<file path="config.mk">
export PLATFORM = sky130hd
export DESIGN_NAME = mult8_shift_add
export DESIGN_NICKNAME = d
export VERILOG_FILES = /design/src/rtl/ottobit_pkg.sv /design/src/rtl/adder8bit.sv /design/src/rtl/mult8_shift_add.sv
export SDC_FILE = /design/constraint.sdc
export NUM_CORES = 1
export LEC_CHECK = 0
export CAP_MARGIN = 10
export CELL_PAD_IN_SITES_DETAIL_PLACEMENT = 1
export CELL_PAD_IN_SITES_GLOBAL_PLACEMENT = 1
export CORE_ASPECT_RATIO = 1.4
export CORE_MARGIN = 5
export CORE_UTILIZATION = 23
export CTS_BUF_LIST = sky130_fd_sc_hd__clkbuf_16
export DETAILED_ROUTE_END_ITERATION = 16
export PLACE_DENSITY = 0.61
export SETUP_SLACK_MARGIN = 0.15
export SYNTH_ARGS = -nofsm -noshare
export SYNTH_HDL_FRONTEND = slang
export SYNTH_SLANG_ARGS = --single-unit
</file>
<file path="constraint.sdc">
create_clock -name clk -period 3.5 [get_ports clk]
set_input_delay 1.05 -clock clk [delete_from_list [all_inputs] [get_ports clk]]
set_output_delay 1.05 -clock clk [all_outputs]
set_load 0.005 [all_outputs]
</file>
<file path="src/rtl/ottobit_pkg.sv">
// ottobit_pkg: shared state encoding and sizing constants for the Ottobit datapath
package ottobit_pkg;

    typedef enum logic [1:0] {
        IDLE = 2'd0,
        RUN  = 2'd1,
        FIX  = 2'd2,
        DONE = 2'd3
    } mult8_state_t;

    localparam int MULT8_ITERS  = 8;
    localparam int MULT8_PROD_W = 16;

endpackage

</file>
<file path="src/rtl/adder8bit.sv">
// adder8bit: 8-bit ripple-carry adder shared by the Ottobit datapath
module adder8bit (
    input  logic [7:0] In1,
    input  logic [7:0] In2,
    input  logic       Cin,
    output logic [7:0] Sum,
    output logic       Cout
);

    logic [8:0] c;

    assign c[0] = Cin;

    for (genvar i = 0; i < 8; i++) begin : g_fa
        assign Sum[i]   = In1[i] ^ In2[i] ^ c[i];
        assign c[i+1]   = (In1[i] & In2[i]) | (c[i] & (In1[i] ^ In2[i]));
    end

    assign Cout = c[8];

endmodule

</file>
<file path="src/rtl/mult8_shift_add.sv">
// mult8_shift_add: sequential 8x8->16 shift-and-add multiplier; MULT8_SIGNED_EN selects the two's-complement build
module mult8_shift_add
    import ottobit_pkg::*;
(
    input  logic                    clk,
    input  logic                    rst,
    input  logic                    in_valid,
    output logic                    in_ready,
    input  logic [7:0]              a,
    input  logic [7:0]              b,
    output logic                    out_valid,
    input  logic                    out_ready,
    output logic [MULT8_PROD_W-1:0] product,
    output logic                    busy
);

    mult8_state_t state, state_nx;
    logic [7:0] mcand;
    logic [MULT8_PROD_W-1:0] p;
    logic [2:0] iter;
    logic [7:0] sum;
    logic cout;
    logic accept, last;
    logic [7:0] a_in, b_in;

`ifdef MULT8_SIGNED_EN
    localparam mult8_state_t AFTER_RUN = FIX;
    logic neg;
    assign a_in = a[7] ? -a : a;
    assign b_in = b[7] ? -b : b;
`else
    localparam mult8_state_t AFTER_RUN = DONE;
    assign a_in = a;
    assign b_in = b;
`endif

    assign accept    = in_valid && in_ready;
    assign last      = iter == 3'(MULT8_ITERS - 1);
    assign in_ready  = state == IDLE;
    assign out_valid = state == DONE;
    assign busy      = state != IDLE;
    assign product   = p;

    adder8bit u_add (
        .In1  (p[15:8]),
        .In2  (p[0] ? mcand : 8'h00),
        .Cin  (1'b0),
        .Sum  (sum),
        .Cout (cout)
    );

    // State register; reset aborts any operation in flight
    always_ff @(posedge clk) begin
        if (rst) state <= IDLE;
        else     state <= state_nx;
    end

    // Next-state: capture, iterate, optional sign fix-up, hold until consumed
    always_comb begin
        state_nx = state;
        case (state)
            IDLE:    state_nx = accept ? RUN : IDLE;
            RUN:     state_nx = last ? AFTER_RUN : RUN;
            FIX:     state_nx = DONE;
            DONE:    state_nx = out_ready ? IDLE : DONE;
            default: state_nx = IDLE;
        endcase
    end

    // Datapath: load operands on acceptance, then shift in one partial-product sum per RUN cycle
    always_ff @(posedge clk) begin
        if (rst) begin
            mcand <= 8'h00;
            p     <= '0;
            iter  <= 3'd0;
`ifdef MULT8_SIGNED_EN
            neg   <= 1'b0;
`endif
        end else if (accept) begin
            mcand <= a_in;
            p     <= {8'h00, b_in};
            iter  <= 3'd0;
`ifdef MULT8_SIGNED_EN
            neg   <= a[7] ^ b[7];
`endif
        end else if (state == RUN) begin
            p    <= {cout, sum, p[7:1]};
            iter <= iter + 3'd1;
        end
`ifdef MULT8_SIGNED_EN
        else if (state == FIX) begin
            p <= neg ? -p : p;
        end
`endif
    end

endmodule
</file>
Word-level counts from Yosys, hierarchy flattened
Cells that the tools add are included.
W data, S select, Z words.
{"block": "totals", "regBits": 29, "in_bits": 20}
{"block": "op_classes", "add_sub_neg": 1, "n_eq_ne": 4, "mux": 7, "n_bitwise": 37, "reduce_logical": 5}
{"cell": "$mux W8", "count": 3}
{"cell": "$and A1 B1 Y1", "count": 15}
{"cell": "$xor A1 B1 Y1", "count": 15}
{"cell": "$pmux W2 S4", "count": 1}
{"cell": "$or A1 B1 Y1", "count": 7}
{"cell": "$eq A2 B2 Y1 const B", "count": 2}
{"cell": "$mux W2", "count": 2}
{"cell": "$reduce_bool A2 Y1", "count": 2}
{"cell": "$add A3 B1 Y3 const B", "count": 1}
{"cell": "$eq A3 B3 Y1 const B", "count": 1}
{"cell": "$eq A2 B1 Y1 const B", "count": 1}
{"cell": "$logic_not A2 Y1", "count": 1}
{"cell": "$reduce_or A2 Y1", "count": 1}
{"cell": "$logic_and A1 B1 Y1", "count": 1}
{"cell": "$mux W1", "count": 1}

Logic depth before layout (Yosys ltp)
{"block": "depth", "depth_word": 16, "depth_mapped": 13, "ltp_nobuf": 13}

Hierarchy
From an unflattened synthesis, not the netlist that was laid out.
{"block": "unflattened", "hier_cells": 174, "hier_area_um2": 1452.6}
{"mod": "mult8_shift_add", "n_inst": 1, "cells_each": 156, "area_per_inst_um2": 1255.0, "seq_area_each_um2": 580.6}
{"mod": "adder8bit", "n_inst": 1, "cells_each": 18, "area_per_inst_um2": 197.7, "seq_area_each_um2": 0.0}

Worst setup path after synthesis
Ideal clock, no wire load.
{"block": "synth_path", "path_kind": "register to register", "start": "reg p[0], in the netlist product[0]", "end": "reg p[14], in the netlist product[14]", "t_arrival_ns": 3.421, "required_ns": 3.421, "path_slack_ns": -0.001, "path_stages_with_launch": 14, "period_less_slack_ns": 3.501, "path_cell_list": "dfxtp_1 > and2_1 > ha_1 > inv_1 > fa_1 > inv_1 > fa_1 > fa_1 > fa_1 > fa_1 > fa_1 > inv_1 > fa_1 > a211oi_2"}
{"block": "synth_via", "elab_chain_len": 15, "elab_cells_between_ends": 28}
{"item": "start, declared", "line_no": "mult8_shift_add.sv:19", "source": "logic [MULT8_PROD_W-1:0] p;"}
{"item": "start signal, assigned", "line_no": "mult8_shift_add.sv:81", "source": "p <= {8'h00, b_in};"}
{"item": "start signal, assigned", "line_no": "mult8_shift_add.sv:87", "source": "p <= {cout, sum, p[7:1]};"}
{"item": "$mux W8 (*)", "line_no": "mult8_shift_add.sv:46", "source": ".In2 (p[0] ? mcand : 8'h00),"}
{"item": "$and A1 B1 Y1 or $xor A1 B1 Y1 (tied branches)", "line_no": "adder8bit.sv:16", "source": "assign c[i+1] = (In1[i] & In2[i]) | (c[i] & (In1[i] ^ In2[i]));"}
{"item": "$and A1 B1 Y1", "line_no": "adder8bit.sv:16"}
{"item": "$or A1 B1 Y1", "line_no": "adder8bit.sv:16"}
{"item": "$and A1 B1 Y1", "line_no": "adder8bit.sv:16"}
{"item": "$or A1 B1 Y1", "line_no": "adder8bit.sv:16"}
{"item": "$and A1 B1 Y1", "line_no": "adder8bit.sv:16"}
{"item": "$or A1 B1 Y1", "line_no": "adder8bit.sv:16"}
{"item": "$and A1 B1 Y1", "line_no": "adder8bit.sv:16"}
{"item": "$or A1 B1 Y1", "line_no": "adder8bit.sv:16"}
{"item": "$and A1 B1 Y1", "line_no": "adder8bit.sv:16"}
{"item": "$or A1 B1 Y1", "line_no": "adder8bit.sv:16"}
{"item": "$and A1 B1 Y1", "line_no": "adder8bit.sv:16"}
{"item": "$or A1 B1 Y1", "line_no": "adder8bit.sv:16"}
{"item": "$xor A1 B1 Y1 (*)", "line_no": "adder8bit.sv:15", "source": "assign Sum[i] = In1[i] ^ In2[i] ^ c[i];"}
Mark *: on every way between the ends. The rest lies on a longest branch, timed or not.
A chain may end at the register's enable or synchronous reset.

Worst setup path in the final report
{"block": "layout_path", "start": "reg mcand[0]", "end": "reg p[14], in the netlist product[14]"}
{"block": "layout_via", "elab_chain_len": 15}
{"item": "start, declared", "line_no": "mult8_shift_add.sv:18", "source": "logic [7:0] mcand;"}
{"item": "start signal, assigned", "line_no": "mult8_shift_add.sv:80", "source": "mcand <= a_in;"}
{"item": "$mux W8", "line_no": "mult8_shift_add.sv:46"}
{"item": "$and A1 B1 Y1 (2 in series)", "line_no": "adder8bit.sv:16"}
{"item": "$or A1 B1 Y1", "line_no": "adder8bit.sv:16"}
{"item": "$and A1 B1 Y1", "line_no": "adder8bit.sv:16"}
{"item": "$or A1 B1 Y1", "line_no": "adder8bit.sv:16"}
{"item": "$and A1 B1 Y1", "line_no": "adder8bit.sv:16"}
{"item": "$or A1 B1 Y1", "line_no": "adder8bit.sv:16"}
{"item": "$and A1 B1 Y1", "line_no": "adder8bit.sv:16"}
{"item": "$or A1 B1 Y1", "line_no": "adder8bit.sv:16"}
{"item": "$and A1 B1 Y1", "line_no": "adder8bit.sv:16"}
{"item": "$or A1 B1 Y1", "line_no": "adder8bit.sv:16"}
{"item": "$and A1 B1 Y1", "line_no": "adder8bit.sv:16"}
{"item": "$or A1 B1 Y1", "line_no": "adder8bit.sv:16"}
{"item": "$xor A1 B1 Y1", "line_no": "adder8bit.sv:15"}
No other way between the ends.

==> impl_metrics.yaml <==
worst_setup_path:
  cp.arrival_ns: 3.59
  crit_path_max_fanout: 2
  crit_chain: "and2_1 -> ha_1 -> inv_1 -> fa_1 -> inv_1 -> fa_2 -> fa_2 -> fa_2 -> fa_2 -> fa_1 -> inv_1 -> fa_1 -> a211oi_2"
  r2r_slack_ns: 0.11
  slowest_delay_ns: 0.43
  cp.required_ns: 3.69
  critPathBufInv: 3
  critPathLaunchType: "register"
  crit_path_end_kind: "register"
  crit_path_top_delay_cell: "fa_1"
  path_delay_family: "adder cells"
  critPathKind: "reg -> reg"
  critical_path.most_common_cell: "fa_2"
pwr:
  finalPower_mw: 0.868
  powerDensity_nw_per_um2: 436
  max-vdd-ir-drop_v: 0.000301
  leakagePower_nw: 0.719
timing:
  fin_crit_ns: 3.39
  worst_pin_slew_ns: 0.844
  timing.hold.ws_ns: 0.459
  skew_ns: 0.00567
  hold_viol: 0
  fin_crit_sh_pct: 97.0
  setup_viol: 0
  rsz0062_at_grt: "yes"
  drv_slew: 0
  relSlewSlack_pct: 43.7
  max_freq_mhz: 295
final_layout:
  nets: 227
  final_util_pct: 33.5
  drive_above_1_share_pct: 13.6
  instances_no_fill: 268
  n_antenna_cell: 0
  fin_area_um2: 1990
  final_cell_mix: "40 x nand2_1, 38 x clkdlybuf4s50_1, 28 x dfxtp_1, 23 x a21oi_1, 12 x nor2_1"
  area_growth_pct: 40.5
  mostFrequentLayoutCell: "nand2_1"
  fillers: 719
placement:
  dp_cells: 260
  dpl-instance-area_um2: 1850
  io_buffers: 38
  place.gp.congestion: 0.663
  dp_hpwl_um: 2660
synthesis:
  synthMuxAreaShare_pct: 0
  synth_top_area_cell: "dfxtp_1"
  yosys-top-cells-area: "dfxtp_1 41%, nand2_1 11%, fa_1 9.9%"
  synth_fa_ha_area_share_pct: 12.5
  synth_edf_count: 0
  synth_top_family_by_area: "simple AND/OR/NAND/NOR gates"
  yosysTopAreaCellShare_pct: 41.0
  syn-mean-instance-area_um2: 8.97
  synthSimpleGateAreaFrac_pct: 22.2
  yosysSeqAreaShare_pct: 41.0
  ys.flop_type: "dfxtp_1"
  ys_async_sr_fraction_pct: 0
  synth_xor_xnor_area_share_pct: 0.618
  ys_ff_latch: 29
  synth_compound_area_share_pct: 17.6
  synth_area_um2: 1420
  ys_types: 25
  yosys_warnings: 0
  postSynthCellCount: 158
  syn_nets: 188
floorplan:
  num_rows: 33
  ios: 39
  coreArea_um2: 5950
  die_area_um2: 7860
  die_height_um: 103
  initial_core_util_pct: 23.8
  die_w_um: 76.4
detailed_routing:
  routed_via_density: 4.48
  drt_iter0_markers: 43
  drt-pass1-iter-count: 4
  drcViolationCount: 0
  ant_nets: 0
  num_vias: 1200
  wl_per_cell_um: 13.2
  wl_um: 3540
flow_run:
  drv_cap: 0
global_route:
  grt_first_pass_wirelength_um: 6090
  grt_start_max_net_pins: 24
  grtUsageTotal_pct: 9.73
  grt_pass1_vias: 1301
  overflow: 0
  antenna_found_initial: 0
clocking:
  cts_max_level: 2
  clk_latency_ns: 0.27
  numClockSinks: 29
  ctsLongestPathBuffers: 2
  numCtsBuffers: 5
  cts_tree: "done"
  cts_root_buf: "clkbuf_16"
  clk_pin_slew_ns: 0.05
  post_cts_buffers: 0
  hold_buffers: 0
hold_path:
  hold_path_class: "reg -> reg"
outcome:
  status: "completed"
[cell families (layout without fill, tap and decap cells)]
group | Yosys count | after routing
xor gates and xnor gates | 1 | 1
DFF | 29 | 29
and+or+nand+nor | 67 | 67
buffers and inverters | 15 | 55
AOI/OAI and AO/OA | 36 | 36
adders and majority gates | 10 | 10
[worst reg2reg max path: stages (launching register included)]
cell      delay, ns
dfxtp_1        0.30
and2_1         0.15
ha_1           0.17
inv_1          0.06
fa_1           0.16
inv_1          0.05
fa_2           0.34
fa_2           0.35
fa_2           0.35
fa_2           0.34
fa_1           0.36
inv_1          0.08
fa_1           0.43
a211oi_2       0.18
[where the power goes]
group / switching, mW / total, mW / internal, mW
Sequential: 0.0136 / 0.362 / 0.349
Clock: 0.135 / 0.390 / 0.255
Combinational: 0.0536 / 0.116 / 0.0622
Total: 0.202 / 0.868 / 0.666
[through the flow]
step                setup TNS (ns)  setup slack [ns]
floorplan                        0             0.154
global placement                 0             0.134
detailed placement               0            0.0555
CTS                              0            0.0661
global route               -0.0535           -0.0535
finish                           0             0.106
[layout make-up]
class / count / area [um2] / area share (%)
timing repair buffer: 41 / 403 / 20.2
multi-input combinational: 114 / 759 / 38.1
inverter: 6 / 22.5 / 1.13
sequential: 29 / 582 / 29.2
clock buffer: 5 / 125 / 6.28
clock inverter: 3 / 12.5 / 0.628
tap: 70 / 87.6 / 4.40
[metal layers]
metal	vias up	part of all wire, %	GRT usage [%]
met4	0	1.4	3.63
met2	26	52	17.4
met3	6	5.9	3.58
met1	568	40	10.5
li1	600	-	-
met5	-	0	0
[Yosys cell counts, types with 2 or more instances]
cell type  instances
buf_6              2
nand2b_2           2
a211oi_2           7
nand2_1           40
buf_4              4
dfxtp_1           29
a22oi_1            2
inv_1              6
a21oi_1           23
fa_1               7
nor2_1            12
and2_1             7
a211oi_1           3
ha_1               3
[final timing paths]
kind,endpoint,cells after the start,start
worst max register to register,product[14]$_SDFFE_PP0P_,13,mcand[0]$_SDFFE_PP0P_
worst max-delay path,product[14]$_SDFFE_PP0P_,13,mcand[0]$_SDFFE_PP0P_
worst min register to register,mcand[0]$_SDFFE_PP0P_,2,mcand[0]$_SDFFE_PP0P_
worst min-delay path,mcand[0]$_SDFFE_PP0P_,2,mcand[0]$_SDFFE_PP0P_
[repair_timing]
| action | CTS | global route |
|---|---|---|
| gates resized for setup | 1 | 0 |
| pin swaps | 1 | 1 |
| endpoints found under the setup margin | 1 | 1 |
[registers in the layout, indices dropped and copies added, names as in the netlist]
| signal | count |
|---|---|
| mcand | 8 |
| product | 16 |
| state | 2 |
| iter | 3 |
Power figures use the tool's default switching activity.
